**src/rtl/sma_decim_fifo.sv**
```systemverilog
// Decimator and output FIFO behind the 4-tap moving-average filter: keeps every
// DECIM-th valid sample and buffers it for a valid/ready sink.
module sma_decim_fifo #(
  parameter int DATA_W = 16,
  parameter int DECIM  = 4,
  parameter int DEPTH  = 4
) (
  input  logic                      clk,
  input  logic                      rst,
  input  logic                      cfg_en,
  input  logic                      in_valid,
  input  logic signed [DATA_W-1:0]  in_data,
  output logic                      out_valid,
  output logic signed [DATA_W-1:0]  out_data,
  input  logic                      out_ready,
  output logic [$clog2(DEPTH):0]    level,
  output logic                      overflow,
  input  logic                      ovf_clr
);

  localparam int AW = $clog2(DEPTH);
  localparam int PW = (DECIM > 1) ? $clog2(DECIM) : 1;
  localparam logic [PW-1:0] PH_LAST = PW'(DECIM - 1);
  localparam logic [AW:0]   FULL    = (AW + 1)'(DEPTH);

  logic [PW-1:0]            phase;
  logic [AW-1:0]            rd_ptr;
  logic [AW-1:0]            wr_ptr;
  logic signed [DATA_W-1:0] mem [DEPTH];

  logic keep;
  logic pop;
  logic full;
  logic push;
  logic drop;

  // A pop frees the slot the same cycle, so a full FIFO still accepts a push.
  always_comb begin
    keep = cfg_en & in_valid & (phase == PH_LAST);
    pop  = out_valid & out_ready;
    full = (level == FULL);
    push = keep & (~full | pop);
    drop = keep & full & ~pop;
  end

  always_ff @(posedge clk or negedge rst) begin
    if (!rst) begin
      phase <= '0;
    end else if (!cfg_en) begin
      phase <= '0;
    end else if (in_valid) begin
      phase <= keep ? '0 : phase + 1'b1;
    end
  end

  always_ff @(posedge clk or negedge rst) begin
    if (!rst) begin
      rd_ptr   <= '0;
      wr_ptr   <= '0;
      level    <= '0;
      overflow <= 1'b0;
    end else begin
      if (push) wr_ptr <= wr_ptr + 1'b1;
      if (pop)  rd_ptr <= rd_ptr + 1'b1;
      case ({push, pop})
        2'b10:   level <= level + 1'b1;
        2'b01:   level <= level - 1'b1;
        default: level <= level;
      endcase
      if (drop)         overflow <= 1'b1;
      else if (ovf_clr) overflow <= 1'b0;
    end
  end

  always_ff @(posedge clk) begin
    if (push) mem[wr_ptr] <= in_data;
  end

  always_comb begin
    out_valid = (level != '0);
    out_data  = out_valid ? mem[rd_ptr] : '0;
  end

endmodule

```
**config.mk**
```make
export PLATFORM = sky130hd
export DESIGN_NAME = sma_decim_fifo
export DESIGN_NICKNAME = d
export VERILOG_FILES = /design/src/rtl/sma_decim_fifo.sv
export SDC_FILE = /design/constraint.sdc
export NUM_CORES = 1
export LEC_CHECK = 0
export CAP_MARGIN = 25
export CORE_ASPECT_RATIO = 0.8
export CORE_MARGIN = 2
export CORE_UTILIZATION = 49
export DETAILED_ROUTE_END_ITERATION = 10
export MAX_ROUTING_LAYER = met4
export PLACE_DENSITY = 0.83
export SLEW_MARGIN = 20
export SYNTH_ARGS = -nofsm -noshare
export SYNTH_HDL_FRONTEND = slang
export SYNTH_SLANG_ARGS = --single-unit
export TNS_END_PERCENT = 1
```
**constraint.sdc**
```tcl
create_clock -name clk -period 2.1 [get_ports clk]
set_input_delay 0.21 -clock clk [delete_from_list [all_inputs] [get_ports clk]]
set_output_delay 0.21 -clock clk [all_outputs]
set_load 0.01 [all_outputs]
```
==> out/results.tsv <==
metric	value	unit
cellPowerDensity	1170	mW/mm2
die_x	93.7	um
synth_seq_cells	74	
crit_path_max_fanout	8	
r2r_start	phase[0]	
port_buffers	42	
peakVddDrop	0.587	mV
start_util	0.500	
grt_pass1_wl	9.16	mm
worst_slew_pin_slew	0.476	ns
cap_violations	0	
final_antenna_net_count	0	
ctsHoldBuffers	0	
route.detailed.drc	0	
async_flop_share	0.135	
cp-start-kind	flop	
n_antenna_cell	0	
finalHoldViolations	0	
endpoint_kind	output pin	
status	finished, final reports clean	
filler_cell_count	475	
fin_area	0.00406	mm2
finalSetupViolCount	0	
cts-htree-levels	3	
critPathKind	flop to output pin	
tns	0	ns
dpl.hpwl	3.73	mm
routed_wirelength	5.80	mm
instances_no_fill	331	
min_path_type	input pin to async pin	
worstPathArrival	1.87	ns
nNetsFinal	270	
std_cell_rows	26	
syn-instance-count	173	
first_global_vias	1764	
grt.total_usage	0.187	
overflow	0	
reg2reg_setup_slack	0.13	ns
vias	1766	
antenna_found_initial	0	
wl_per_cell	17.5	um
fin_skew	0.00646	ns
grt_max_degree	14	
rsz0062_at_grt	true	
avgSynthCellArea	18.2	um2
drt_iter0_markers	124	
drive_above_1_share	0.312	
cts_max_path_buffers	2	
cp-endpoint	out_data[4]	
min_period	2.08	ns
synth_nets	201	
cts_tree	done	
area_delta_synth_final	28.6	%
path_clk_slew	0.08	ns
fmax	481	MHz
synth_ff_type	edfxtp_1	
dieHeight	75.8	um
timing.rr.end	level[2]	
cts-root-buf	clkbuf_8	
clk_latency	0.35	ns
max_slew_margin	0.682	
crit_start	rd_ptr[0]	
dp.cells	310	
p_leak	1.51	nW
ys_types	37	
ys.warnings.count	0	
place.gp.congestion	0.870	
dieArea	0.00710	mm2
vias_per_cell	5.34	
finalCritPeriodShare	0.991	
synth_edf_count	64	
clock_sinks	74	
cp.required	1.89	ns
rr_worst_depth	7	
drv_slew	0	
power	4.75	mW
first_pass_iters	4	
yosysSeqAreaShare	0.689	
placed_area	0.00382	mm2
cts_buffers	9	
boundaryPins	43	
coreArea	0.00631	mm2
synth_area	0.00315	mm2
==> through the flow <==
| step | hold slack [ns] | worst slack, ns | util |
|---|---|---|---|
| CTS | 0.192 | -0.0626 | 0.646 |
| finish | 0.183 | 0.0189 | 0.643 |
| floorplan | -0.0856 | 0.0386 | - |
| detailed placement | 0.540 | 0.0890 | 0.605 |
| global placement | 0.538 | 0.127 | 0.605 |
| global route | 0.217 | -0.0628 | 0.643 |
==> power by group <==
part           switching [mW]  internal (mW)  leakage (nW)
logic                   0.810           1.04         0.703
clock network           0.512          0.673         0.110
registers              0.0532           1.67         0.700
total                    1.38           3.38          1.51
==> cell usage after synthesis, types with 2 or more instances <==
| cell type | count | area share |
|---|---|---|
| mux2i_1 | 2 | 0.0063 |
| edfxtp_1 | 64 | 0.61 |
| nand3_1 | 3 | 0.0048 |
| nor2b_1 | 3 | 0.0060 |
| inv_1 | 7 | 0.0083 |
| nand2b_1 | 2 | 0.0040 |
| mux2_2 | 2 | 0.0071 |
| and2_1 | 22 | 0.044 |
| mux4_2 | 8 | 0.057 |
| nor2_1 | 2 | 0.0024 |
| nand2_1 | 2 | 0.0024 |
| dfrtp_1 | 10 | 0.079 |
| clkbuf_1 | 3 | 0.0036 |
| xnor2_1 | 3 | 0.0083 |
| o21ai_0 | 2 | 0.0032 |
| ha_1 | 5 | 0.020 |
| buf_2 | 5 | 0.0079 |
| mux4_1 | 8 | 0.067 |
| and3_1 | 2 | 0.0040 |
==> per-layer routing <==
| layer | vias to the layer above | part of all wire | track usage |
|---|---|---|---|
| li1 | 806 | - | - |
| met1 | 897 | 0.43 | 0.229 |
| met2 | 54 | 0.49 | 0.298 |
| met3 | 9 | 0.059 | 0.0692 |
| met4 | 0 | 0.013 | 0.0531 |
| met5 | - | 0 | - |
==> worst max-delay path, stage by stage (launching register included) <==
cell	delay, ns
dfrtp_2	0.37
buf_4	0.13
buf_16	0.13
mux4_2	0.50
and2_4	0.17
clkdlybuf4s15_2	0.22
==> sequential cells by signal, indices dropped and copies added (netlist names) <==
| register | flops |
|---|---|
| mem | 64 |
| rd_ptr | 2 |
| overflow | 1 |
| phase | 2 |
| level | 3 |
| wr_ptr | 2 |
==> cell families after synthesis <==
kind of cell    Yosys count  share of synthesized area
buf+inv                  17                     0.0298
xor+xnor                  4                     0.0111
simple gates             41                     0.0789
compound gates           11                     0.0282
mux                      20                      0.137
flops                    74                      0.689
fa+ha+maj                 6                     0.0262
==> timing repair <==
item,in CTS,in global routing
setup buffers,2,1
setup endpoints to repair,16,17
gates cloned,1,1
pin swaps,0,0
gates resized for setup,43,20
==> how the worst min path moves through the flow <==
stage             start  cells past startpoint  slack [ns]  endpoint
6_report            rst                      1        0.18  phase[0]
5_1_grt             rst                      1        0.22  phase[0]
4_1_cts             rst                      1        0.19  phase[0]
3_5_place_dp   phase[1]                      2        0.54  phase[1]
3_3_place_gp   phase[1]                      2        0.54  phase[1]
2_1_floorplan       rst                      0       -0.09  level[0]
==> cell usage in the layout (no fill, tap or decap), types with 3 or more instances in the layout <==
master / n
nor2b_1: 3
mux4_2: 12
buf_4: 19
clkinv_4: 3
clkdlybuf4s15_2: 3
buf_12: 4
inv_1: 7
clkdlybuf4s50_1: 26
clkbuf_2: 9
nand3_1: 3
mux4_1: 4
xnor2_1: 3
buf_2: 4
dfrtp_1: 9
edfxtp_1: 64
and2_1: 20
clkbuf_8: 9
ha_1: 5
==> area by class of cell <==
type	count	area (um2)	share of cell area
sequential	74	2170	0.536
multi-input combinational	82	886	0.218
timing repair buffer	68	646	0.159
clock buffer	10	128	0.0315
tap	84	105	0.0259
clock inverter	6	91.3	0.0225
inverter	7	26.3	0.00648
(Power assumes the default switching activity.)
